==> config.mk <==
export PLATFORM = sky130hd
export DESIGN_NAME = browse_ctrl
export DESIGN_NICKNAME = d
export VERILOG_FILES = /design/src/rtl/browse_pkg.sv /design/src/rtl/key_debounce.sv /design/src/rtl/browse_ctrl.sv
export SDC_FILE = /design/constraint.sdc
export NUM_CORES = 1
export LEC_CHECK = 0
export CAP_MARGIN = 40
export CORE_ASPECT_RATIO = 1.5
export CORE_MARGIN = 2
export CORE_UTILIZATION = 58
export DETAILED_ROUTE_END_ITERATION = 8
export PLACE_DENSITY = 0.91
export SYNTH_ARGS = -nofsm -noshare
export SYNTH_HDL_FRONTEND = slang
export SYNTH_SLANG_ARGS = --single-unit
==> constraint.sdc <==
create_clock -name clk -period 6.1 [get_ports clk]
set_input_delay 1.22 -clock clk [delete_from_list [all_inputs] [get_ports clk]]
set_output_delay 1.22 -clock clk [all_outputs]
set_load 0.005 [all_outputs]
==> src/rtl/browse_pkg.sv <==
// Shared types and key indices for the browse control stage.
package browse_pkg;

  typedef enum logic [1:0] {
    IDLE,
    RUN,
    BROWSE
  } state_t;

  localparam logic [1:0] K_INC  = 2'd0;
  localparam logic [1:0] K_DEC  = 2'd1;
  localparam logic [1:0] K_HOME = 2'd2;
  localparam logic [1:0] K_RUN  = 2'd3;

endpackage

==> src/rtl/key_debounce.sv <==
// One pushbutton: 2-FF synchronizer, level debounce and press pulse.
// level is active-high (pressed=1); press pulses on an accepted 0->1 change.
module key_debounce #(
  parameter int DEBOUNCE_CYCLES = 1000000
) (
  input  logic clk,
  input  logic reset,
  input  logic key_n,
  output logic level,
  output logic press
);

  localparam int CW = $clog2(DEBOUNCE_CYCLES + 1);
  localparam logic [CW-1:0] CNT_LAST = CW'(DEBOUNCE_CYCLES - 1);

  logic          sync1_reg;
  logic          sync2_reg;
  logic          level_reg;
  logic          press_reg;
  logic [CW-1:0] cnt_reg;
  logic          pressed_sync;

  assign pressed_sync = ~sync2_reg;

  always_ff @(posedge clk or posedge reset) begin
    if (reset) begin
      sync1_reg <= 1'b1;
      sync2_reg <= 1'b1;
      level_reg <= 1'b0;
      press_reg <= 1'b0;
      cnt_reg   <= '0;
    end else begin
      sync1_reg <= key_n;
      sync2_reg <= sync1_reg;
      press_reg <= 1'b0;
      // Any cycle that agrees with the accepted level restarts the count.
      if (pressed_sync != level_reg) begin
        if (cnt_reg == CNT_LAST) begin
          level_reg <= pressed_sync;
          press_reg <= pressed_sync;
          cnt_reg   <= '0;
        end else begin
          cnt_reg <= cnt_reg + 1'b1;
        end
      end else begin
        cnt_reg <= '0;
      end
    end
  end

  assign level = level_reg;
  assign press = press_reg;

endmodule

==> src/rtl/browse_ctrl.sv <==
// Pushbutton-driven control: launches the range block with a latched start
// value, then browses the result RAM with auto-repeating step keys.
module browse_ctrl
  import browse_pkg::*;
#(
  parameter int RAM_WORDS       = 256,
  parameter int RAM_ADDR_BITS   = 8,
  parameter int DEBOUNCE_CYCLES = 1000000,
  parameter int REPEAT_CYCLES   = 3145728
) (
  input  logic                     clk,
  input  logic                     reset,
  input  logic [3:0]               KEY,
  input  logic [9:0]               SW,
  input  logic                     done,
  output logic                     go,
  output logic [31:0]              start,
  output logic [RAM_ADDR_BITS-1:0] addr,
  output logic [11:0]              n,
  output logic                     ready
);

  localparam int RW = $clog2(REPEAT_CYCLES + 1);
  localparam logic [RW-1:0] REP_LAST = RW'(REPEAT_CYCLES - 1);
  localparam logic [RAM_ADDR_BITS-1:0] OFF_MAX = RAM_ADDR_BITS'(RAM_WORDS - 1);

  logic [3:0] key_level;
  logic [3:0] key_press;

  generate
    for (genvar gi = 0; gi < 4; gi++) begin : g_key
      key_debounce #(
        .DEBOUNCE_CYCLES(DEBOUNCE_CYCLES)
      ) u_key (
        .clk   (clk),
        .reset (reset),
        .key_n (KEY[gi]),
        .level (key_level[gi]),
        .press (key_press[gi])
      );
    end
  endgenerate

  state_t                   state_reg, state_next;
  logic [9:0]               base_reg, base_next;
  logic [RAM_ADDR_BITS-1:0] offset_reg, offset_next;
  logic                     go_reg, go_next;
  logic                     ready_reg, ready_next;
  logic [11:0]              n_reg, n_next;
  logic [RW-1:0]            rep_cnt_reg, rep_cnt_next;
  logic                     rep_fire;
  logic                     step_held;
  logic                     step_press;
  logic                     inc_step;
  logic                     dec_step;

  assign step_held  = key_level[K_INC] | key_level[K_DEC];
  assign step_press = key_press[K_INC] | key_press[K_DEC];

  // One shared repeat timer; a fresh press on either step key restarts it.
  always_comb begin
    rep_cnt_next = rep_cnt_reg;
    rep_fire     = 1'b0;
    if (!step_held || step_press) begin
      rep_cnt_next = '0;
    end else if (rep_cnt_reg == REP_LAST) begin
      rep_cnt_next = '0;
      rep_fire     = 1'b1;
    end else begin
      rep_cnt_next = rep_cnt_reg + 1'b1;
    end
  end

  // A held inc key masks dec entirely, so simultaneous holds only climb.
  assign inc_step = key_press[K_INC] | (key_level[K_INC] & rep_fire);
  assign dec_step = ~key_level[K_INC] & (key_press[K_DEC] | (key_level[K_DEC] & rep_fire));

  always_comb begin
    state_next  = state_reg;
    base_next   = base_reg;
    offset_next = offset_reg;
    go_next     = 1'b0;
    ready_next  = ready_reg;
    if (key_press[K_RUN]) begin
      base_next   = SW;
      offset_next = '0;
      ready_next  = 1'b0;
      go_next     = 1'b1;
      state_next  = RUN;
    end else begin
      case (state_reg)
        IDLE: begin
        end
        RUN: begin
          // done is not trusted while the go pulse itself is still out.
          if (done && !go_reg) begin
            state_next = BROWSE;
            ready_next = 1'b1;
          end
        end
        BROWSE: begin
          if (!key_level[K_RUN]) begin
            if (key_press[K_HOME]) begin
              offset_next = '0;
            end else if (!key_level[K_HOME]) begin
              if (inc_step) begin
                if (offset_reg != OFF_MAX) offset_next = offset_reg + 1'b1;
              end else if (dec_step) begin
                if (offset_reg != '0) offset_next = offset_reg - 1'b1;
              end
            end
          end
        end
        default: state_next = IDLE;
      endcase
    end
  end

  assign n_next = 12'(base_next) + 12'(offset_next);

  always_ff @(posedge clk or posedge reset) begin
    if (reset) begin
      state_reg   <= IDLE;
      base_reg    <= '0;
      offset_reg  <= '0;
      go_reg      <= 1'b0;
      ready_reg   <= 1'b0;
      n_reg       <= '0;
      rep_cnt_reg <= '0;
    end else begin
      state_reg   <= state_next;
      base_reg    <= base_next;
      offset_reg  <= offset_next;
      go_reg      <= go_next;
      ready_reg   <= ready_next;
      n_reg       <= n_next;
      rep_cnt_reg <= rep_cnt_next;
    end
  end

  assign go    = go_reg;
  assign start = {22'd0, base_reg};
  assign addr  = offset_reg;
  assign n     = n_reg;
  assign ready = ready_reg;

endmodule

==> impl_metrics.yaml, run 1 <==
outcome:
  status: "completed"
drt:
  drt_pre_antenna_iters: 7
  routedWlPerCell_um: 16.80
  via_count: 5824
  vias_per_cell: 5.883
  dr.first_iter.drc_count: 515
  routed_wl_um: 16630
  drc: 0
  postRouteAntennaNets: 0
global_routing:
  grt_pass1_wl_um: 27950
  grt_remaining_overflow: 0
  grt_util_met2_pct: 43.56
  grt_pass1_vias: 5887
  antenna_found_initial: 0
  grt_use_total_pct: 24.52
  busiest_layer: "met2"
  grt_start_max_net_pins: 64
  gr-usage-met1_pct: 28.54
  grtUsageMet3_pct: 4.447
die:
  die_area_sq_um: 14080
  die_h_um: 144.4
  die_w_um: 97.57
  ios: 71
  coreArea_sq_um: 12890
  fp-row-count: 51
  start_util_pct: 59.10
cts:
  cts_sinks: 151
  clock_latency_ns: 0.42
  cts_root_buffer: "clkbuf_16"
  htree_levels: 4
  cts_tree: "yes"
  cts_buffers: 17
  post_cts_buffers: 0
  postCtsHoldBufs: 0
  clockBufferDepth: 2
  cts.clk_slew.worst_paths_ns: 0.07
  ctsResizeCount: 0
critical_path:
  worstPathArrival_ns: 4.81
  slowest_delay_ns: 0.50
  reg2reg_to: "n[6]"
  worstPathBufferInverterCount: 1
  cp_max_fo: 9
  worstReg2RegStart: "rep_cnt_reg[0]"
  cp-end-kind: "flip-flop"
  critPathKind: "flip-flop to flip-flop"
  critPathRequiredTime_ns: 6.41
  critical_path.slowest_cell: "nor4_4"
  path_cells: "ha_1 > nand3_4 > nor4_4 > a41o_2 > nand2_1 > a21oi_1 > mux2i_1 > ha_1 > inv_1 > fa_1 > nor2b_1 > o21ai_0 > a21boi_0 > o21ai_0 > nor2b_1 > xnor2_1"
  critPathLaunchType: "flip-flop"
  reg2regPathDepth: 16
  reg2reg_slack_ns: 1.60
  critPathTopFamily: "compound AO/OA/AOI/OAI gates"
power:
  power_leakage_uw: 0.003909
  peakVddDrop_uv: 194.7
  power_uw: 2169
  pwr_density_cell_nw_per_um2: 247.5
timing:
  timing.fmax_mhz: 222.3
  fin_ws_ns: 1.601
  rsz0062_at_grt: "false"
  slew_viol_final: 0
  skew_ns: 0.01042
  finalSetupViolCount: 0
  min_period_ns: 4.499
  period_share_pct: 73.75
  setup_tns_ns: 0
  tightest_slew_ns: 0.7621
  hold_viol: 0
  slew_headroom_pct: 49.19
synthesis:
  syn_area_per_cell_sq_um: 9.880
  yosys-top-cells-count: "dfrtp_1, nor2_1, nand2_1, xor2_1, nand3_1"
  synth_area_leaders: "dfrtp_1, xor2_1, nor2_1, xnor2_1, nand3_1"
  async_flop_share_pct: 100.0
  yosysUniqueCellTypes: 58
  ys_ff_latch: 151
  synth.largest_area_cell: "dfrtp_1"
  netlist_area_sq_um: 7617
  post-synth-top-count-cell: "dfrtp_1"
  synth_top_area_share_pct: 46.98
  synthCells: 771
  ys_dominant_reg_cell: "dfrtp_1"
  synth-edff-count: 0
  ys_seq_area_share_pct: 49.74
  yosys_warnings: 0
place:
  pre_cts_slack_ns: 2.178
  hpwl_um: 10730
  numPortBuffers: 47
  gp_congestion: 0.9122
min_path:
  min_to: "g_key[3].u_key.sync2_reg"
  hold_path.startpoint: "g_key[3].u_key.sync1_reg"
  hold_path.class: "flip-flop to flip-flop"
  holdPathStages: 0
cells_and_area:
  syn2layout_area_growth_pct: 15.06
  antennaDiodeCount: 0
  fillCellCount: 897
  nets: 852
  largest_reg_flops: 80
  drive_gt1_share_pct: 7.461
job:
  max_cap_viol_count: 0
-- stage by stage --
stage,utilization [%],cell area [sq um],cells,hold slack (ns)
finish,68.00,8765,990,0.3572
global route,68.00,8765,990,0.3601
CTS,68.00,8765,990,0.3587
detailed placement,63.22,8149,958,0.3495
global placement,63.01,8122,957,0.3457
floorplan,-,7700,793,0.3452
-- how the worst max path moves through the flow --
stage                        start       to  cells past startpoint
floorplan                    reset  addr[0]                      1
global placement    rep_cnt_reg[0]    n[10]                     16
detailed placement  rep_cnt_reg[0]     n[8]                     16
CTS                 rep_cnt_reg[0]     n[6]                     16
global route        rep_cnt_reg[0]     n[6]                     16
finish              rep_cnt_reg[0]     n[6]                     16
-- area by class of cell --
class	instances	area (sq um)	area share (%)
flip-flops and latches	151	3789	43.23
multi-input cells	578	3572	40.76
repair buffers	49	505.5	5.767
clock buffers	17	425.4	4.854
well taps	159	198.9	2.270
clock inverters	15	190.2	2.170
inverters	21	83.83	0.9565
-- kinds of logic after synthesis --
group / synth area share, %
multiplexers: 1.840
flip-flops: 49.74
adder cells (fa/ha/maj): 2.891
XOR/XNOR: 11.04
AND/OR/NAND/NOR: 24.00
other: 0.04923
AO/OA/AOI/OAI: 5.995
buffers and inverters: 4.451
-- report_power, final --
group | total [uW] | internal, uW | switching (uW) | leakage, uW
Sequential | 1020 | 1010 | 9.11 | 0.00207
Clock | 1090 | 653 | 438 | 0.000293
Combinational | 56.3 | 18.8 | 37.5 | 0.00155
-- worst reg2reg max path: stages, from the launching register on --
cell,delay (ns)
dfrtp_1,0.41
ha_1,0.28
nand3_4,0.11
nor4_4,0.50
a41o_2,0.38
nand2_1,0.16
a21oi_1,0.24
mux2i_1,0.32
ha_1,0.24
inv_1,0.08
fa_1,0.42
nor2b_1,0.21
o21ai_0,0.16
a21boi_0,0.29
o21ai_0,0.15
nor2b_1,0.18
xnor2_1,0.27
-- cells in the final DEF, fill, tap and decap left out, types with 3 or more instances in the layout --
cell type,count
bufinv_16,3
ha_1,16
clkinvlp_4,3
nand4b_1,3
and3_1,21
mux2i_1,5
inv_1,20
clkbuf_16,17
xor2_1,58
a41oi_1,4
nor2b_1,6
conb_1,23
and4_1,13
or3_1,12
o21ai_0,24
dfrtp_1,143
nor2_1,115
dfstp_2,8
nor3_1,20
mux2_2,8
nor4_1,3
inv_6,6
and2_1,3
nand2b_1,6
xnor2_1,38
a21oi_1,26
nor4b_1,7
nand3_1,52
nand4_1,17
clkdlybuf4s50_1,47
nand2_1,61
-- routing by layer --
metal / up-vias / wire length, um / part of all wire, %
met5: - / 0 / 0
met4: 0 / 657 / 4.0
met3: 56 / 728 / 4.4
met2: 212 / 8897 / 53
met1: 2849 / 6348 / 38
li1: 2707 / - / -
No activity file was read; power rests on OpenSTA's default activity.
==> run 2, diff against run 1 <==
--- a/config.mk
+++ b/config.mk
@@ -8,9 +8,9 @@
 export CAP_MARGIN = 40
 export CORE_ASPECT_RATIO = 1.5
 export CORE_MARGIN = 2
-export CORE_UTILIZATION = 58
+export CORE_UTILIZATION = 52
 export DETAILED_ROUTE_END_ITERATION = 8
-export PLACE_DENSITY = 0.91
+export PLACE_DENSITY = 0.86
 export SYNTH_ARGS = -nofsm -noshare
 export SYNTH_HDL_FRONTEND = slang
 export SYNTH_SLANG_ARGS = --single-unit
==> constraint.sdc (replaced) <==
create_clock -name clk -period 4 [get_ports clk]
set_input_delay 0.8 -clock clk [delete_from_list [all_inputs] [get_ports clk]]
set_output_delay 0.8 -clock clk [all_outputs]
set_load 0.005 [all_outputs]
==> impl_metrics.yaml, run 2 (synthesized netlist as in run 1, its figures left out) <==
cts:
  htree_levels: 4
  cts_sinks: 151
  clockBufferDepth: 2
  cts.clk_slew.worst_paths_ns: 0.06
  cts_buffers: 17
  cts_root_buffer: "clkbuf_16"
  ctsResizeCount: 0
  clock_latency_ns: 0.43
  cts_tree: "yes"
  post_cts_buffers: 0
  postCtsHoldBufs: 0
place:
  dp.cells: 1001
  gp_congestion: 0.9368
  numPortBuffers: 47
  hpwl_um: 10700
  post_dp_cell_area_sq_um: 8257
cells_and_area:
  largest_reg_flops: 80
  stdcell_area_sq_um: 8919
  syn2layout_area_growth_pct: 17.08
  layout_common_cells: "dfrtp_1, nor2_1, nand2_1, xor2_1, nand3_1"
  antennaDiodeCount: 0
  nets: 858
  final_common_cell: "dfrtp_1"
  fin_cells: 1033
  drive_gt1_share_pct: 8.124
min_path:
  hold_path.class: "flip-flop to flip-flop"
timing:
  timing.fmax_mhz: 268.6
  hold_viol: 0
  setup_tns_ns: 0
  slew_viol_final: 0
  whs_ns: 0.3578
  tightest_slew_ns: 0.7185
  period_share_pct: 93.09
  slew_headroom_pct: 52.10
  min_period_ns: 3.724
  skew_ns: 0.01006
  finalSetupViolCount: 0
  rsz0062_at_grt: "false"
die:
  die_h_um: 152.2
  coreArea_sq_um: 14460
  start_util_pct: 52.68
  fp-row-count: 54
  die_area_sq_um: 15650
  die_w_um: 102.8
  ios: 71
drt:
  routedWlPerCell_um: 15.84
  drc: 0
  routed_wl_um: 16360
  via_count: 5750
  postRouteAntennaNets: 0
  dr.first_iter.drc_count: 468
  drt_pre_antenna_iters: 5
  vias_per_cell: 5.566
power:
  p_switching_uw: 735.7
  pwr_density_cell_nw_per_um2: 381.5
  combPwrFrac_pct: 2.7
  internal_power_uw: 2667
  clkPwrFrac_pct: 51.5
  swShare_pct: 21.62
  power_leakage_uw: 0.003961
  peakVddDrop_uv: 313.1
  p_seq_share_pct: 45.8
global_routing:
  grt_pass1_wl_um: 27900
  grt_use_total_pct: 22.38
  grt_pass1_vias: 5841
  grt_start_max_net_pins: 50
  antenna_found_initial: 0
  grt_remaining_overflow: 0
critical_path:
  worstPathArrival_ns: 4.09
  path_cells: "ha_1 > nand3_4 > nor4_4 > a41o_2 > nand2_1 > a21oi_1 > mux2i_1 > ha_1 > inv_1 > fa_1 > nor2b_1 > o21ai_0 > a21boi_0 > o21ai_0 > a21oi_1 > and3_1"
  cp-end-kind: "flip-flop"
  critPathRequiredTime_ns: 4.36
  worstPathBufferInverterCount: 1
  slowest_delay_ns: 0.40
  critPathLaunchType: "flip-flop"
  critPathTopFamily: "compound AO/OA/AOI/OAI gates"
  critical_path.slowest_cell: "dfrtp_1"
  cp_max_fo: 7
  critPathKind: "flip-flop to flip-flop"
job:
  max_cap_viol_count: 0
outcome:
  status: "completed"
[run 2: changes by cell type in the layout (fill, tap and decap cells not counted), sizes merged]
cell	change
clkbuf	+3
bufinv	+1
clkinv	-1
buf	+6
inv	-3
[run 2: path summary, 6_finish.rpt]
check | cells past startpoint | startpoint | slack [ns] | end
hold reg to reg | 0 | g_key[3].u_key.sync1_reg | 0.36 | g_key[3].u_key.sync2_reg
setup reg to reg | 16 | rep_cnt_reg[0] | 0.28 | n[10]
setup / recovery | 16 | rep_cnt_reg[0] | 0.28 | n[10]
max in group asynchronous | 3 | reset | 2.75 | g_key[3].u_key.sync1_reg
hold / removal | 0 | g_key[3].u_key.sync1_reg | 0.36 | g_key[3].u_key.sync2_reg
min in group asynchronous | 2 | reset | 0.66 | g_key[3].u_key.cnt_reg[17]
[run 2: power by group through the flow]
stage / Clock, uW / Combinational (uW) / Sequential (uW)
floorplan: 0 / 69.7 / 1580
global placement: 0 / 87.1 / 1590
detailed placement: 0 / 91.4 / 1590
CTS: 1780 / 94.3 / 1560
global route: 1850 / 105 / 1560
finish: 1750 / 91.4 / 1560
[run 2: area by class of cell]
class	count	area, sq um
clock inverter	12	190.2
fill	1118	5540
clock buffer	20	456.7
tap	196	245.2
timing repair buffer	55	568.0
sequential	151	3789
multi-input combinational	578	3587
inverter	21	82.58
[run 2: through the flow]
stage	utilization [%]	power, uW	setup WS, ns
global route	61.68	3512	0.04715
finish	61.68	3402	0.2764
global placement	56.97	1673	0.3724
CTS	61.58	3429	0.2146
detailed placement	57.10	1677	0.2595
floorplan	-	1653	0.5583
[run 2: layer usage]
| layer | global-route usage [%] | wire (um) | vias to the layer above |
|---|---|---|---|
| met3 | 4.495 | 629 | 41 |
| met5 | 0 | 0 | - |
| met2 | 38.81 | 8838 | 163 |
| met4 | 9.398 | 522 | 0 |
| met1 | 26.58 | 6368 | 2834 |
| li1 | - | - | 2712 |
==> run 3, diff against run 2 <==
--- a/config.mk
+++ b/config.mk
@@ -10,7 +10,9 @@
 export CORE_MARGIN = 2
 export CORE_UTILIZATION = 52
 export DETAILED_ROUTE_END_ITERATION = 8
+export GPL_ROUTABILITY_DRIVEN = 0
 export PLACE_DENSITY = 0.86
+export SKIP_LAST_GASP = 1
 export SYNTH_ARGS = -nofsm -noshare
 export SYNTH_HDL_FRONTEND = slang
 export SYNTH_SLANG_ARGS = --single-unit
==> impl_metrics.yaml, run 3 (synthesized netlist as in run 1, its figures left out) <==
place:
  dp.cells: 1000
  hpwl_um: 10800
  numPortBuffers: 47
cells_and_area:
  layout_common_cells: "dfrtp_1, nor2_1, nand2_1, xor2_1, nand3_1"
  fillCellCount: 1152
  fin_cells: 1032
  antennaDiodeCount: 0
  nets: 857
  final_common_cell: "dfrtp_1"
  drive_gt1_share_pct: 8.134
  largest_reg_flops: 80
  syn2layout_area_growth_pct: 15.60
critical_path:
  reg2regPathDepth: 16
  critPathTopFamily: "compound AO/OA/AOI/OAI gates"
  cp-end-kind: "flip-flop"
  slowest_delay_ns: 0.40
  reg2reg_to: "n[10]"
  cp_max_fo: 7
  critPathLaunchType: "flip-flop"
  critPathKind: "flip-flop to flip-flop"
  worstPathBufferInverterCount: 1
  worstPathArrival_ns: 4.09
  reg2reg_slack_ns: 0.28
  critPathRequiredTime_ns: 4.37
  path_cells: "ha_1 > nand3_4 > nor4_4 > a41o_2 > nand2_1 > a21oi_1 > mux2i_1 > ha_1 > inv_1 > fa_1 > nor2b_1 > o21ai_0 > a21boi_1 > o21ai_0 > a21oi_1 > and3_1"
  critical_path.slowest_cell: "fa_1"
  worstReg2RegStart: "rep_cnt_reg[0]"
power:
  peakVddDrop_uv: 249.4
  power_leakage_uw: 0.003900
  pwr_density_cell_nw_per_um2: 357.2
cts:
  clockBufferDepth: 2
  cts.clk_slew.worst_paths_ns: 0.07
  cts_sinks: 151
  htree_levels: 4
  cts_root_buffer: "clkbuf_16"
  cts_tree: "yes"
  cts_buffers: 17
  clock_latency_ns: 0.43
min_path:
  holdPathStages: 0
  hold_path.class: "flip-flop to flip-flop"
  hold_path.startpoint: "g_key[1].u_key.sync1_reg"
  min_to: "g_key[1].u_key.sync2_reg"
die:
  ios: 71
  coreArea_sq_um: 14460
  die_w_um: 102.8
  fp-row-count: 54
  die_h_um: 152.2
  die_area_sq_um: 15650
  start_util_pct: 52.68
global_routing:
  grt_pass1_wl_um: 26680
  grt_remaining_overflow: 0
  antenna_found_initial: 0
  grt_start_max_net_pins: 67
  grt_pass1_vias: 5791
  grt_use_total_pct: 21.38
job:
  max_cap_viol_count: 0
drt:
  vias_per_cell: 5.565
  routed_wl_um: 15770
  drc: 0
  dr.first_iter.drc_count: 393
  via_count: 5743
  drt_pre_antenna_iters: 6
  postRouteAntennaNets: 0
  routedWlPerCell_um: 15.28
timing:
  finalSetupViolCount: 0
  setup_tns_ns: 0
  min_period_ns: 3.716
  whs_ns: 0.3574
  skew_ns: 0.01503
  period_share_pct: 92.89
  hold_viol: 0
  slew_viol_final: 0
  tightest_slew_ns: 0.7804
  slew_headroom_pct: 47.86
  timing.fmax_mhz: 269.1
  rsz0062_at_grt: "false"
outcome:
  status: "completed"
## run 3: worst max path at each step
stage | to | cells after the start | slack, ns | from
3_5_place_dp | n[10] | 15 | 0.40 | rep_cnt_reg[13]
3_3_place_gp | n[10] | 16 | 0.44 | rep_cnt_reg[0]
2_1_floorplan | n[10] | 16 | 0.56 | rep_cnt_reg[0]
5_1_grt | n[10] | 16 | 0.03 | rep_cnt_reg[0]
6_report | n[10] | 16 | 0.28 | rep_cnt_reg[0]
4_1_cts | n[10] | 15 | 0.26 | rep_cnt_reg[13]
## run 3: area by class of cell
type / count / area, sq um / area share, %
clock buffer: 18 / 439.2 / 4.987
clock inverter: 14 / 115.1 / 1.307
inverter: 21 / 82.58 / 0.9378
multi-input combinational: 578 / 3587 / 40.74
sequential: 151 / 3789 / 43.02
tap: 196 / 245.2 / 2.785
timing repair buffer: 54 / 548.0 / 6.223
## run 3: per-layer routing
layer	global-route usage [%]	wire [um]	vias to the layer above	share of wire, %
met5	0	0	-	0
met2	36.94	8491	168	54
li1	-	-	2721	-
met1	25.01	6150	2814	39
met3	4.908	653	40	4.1
met4	9.211	471	0	3.0
## run 3: timing repair
action,4_1_cts,5_1_grt
endpoints found under the setup margin,0,3
hold buffers,0,0
setup buffers,0,0
gates resized for setup,0,3
## run 3: through the flow
stage               utilization, %  cell area (sq um)  worst slack, ns  power (uW)
global route                 60.90               8806          0.02922        3246
finish                       60.90               8806           0.2844        3145
global placement             56.97               8237           0.4418        1672
detailed placement           56.97               8237           0.3971        1675
CTS                          60.80               8791           0.2555        3168
floorplan                        -               7704           0.5583        1653
## run 3: power by group
group | internal (uW) | switching (uW) | total [uW]
Combinational | 29.7 | 57.3 | 87.0
Sequential | 1540 | 14.0 | 1560
Clock | 823 | 677 | 1500
Total | 2400 | 748 | 3150
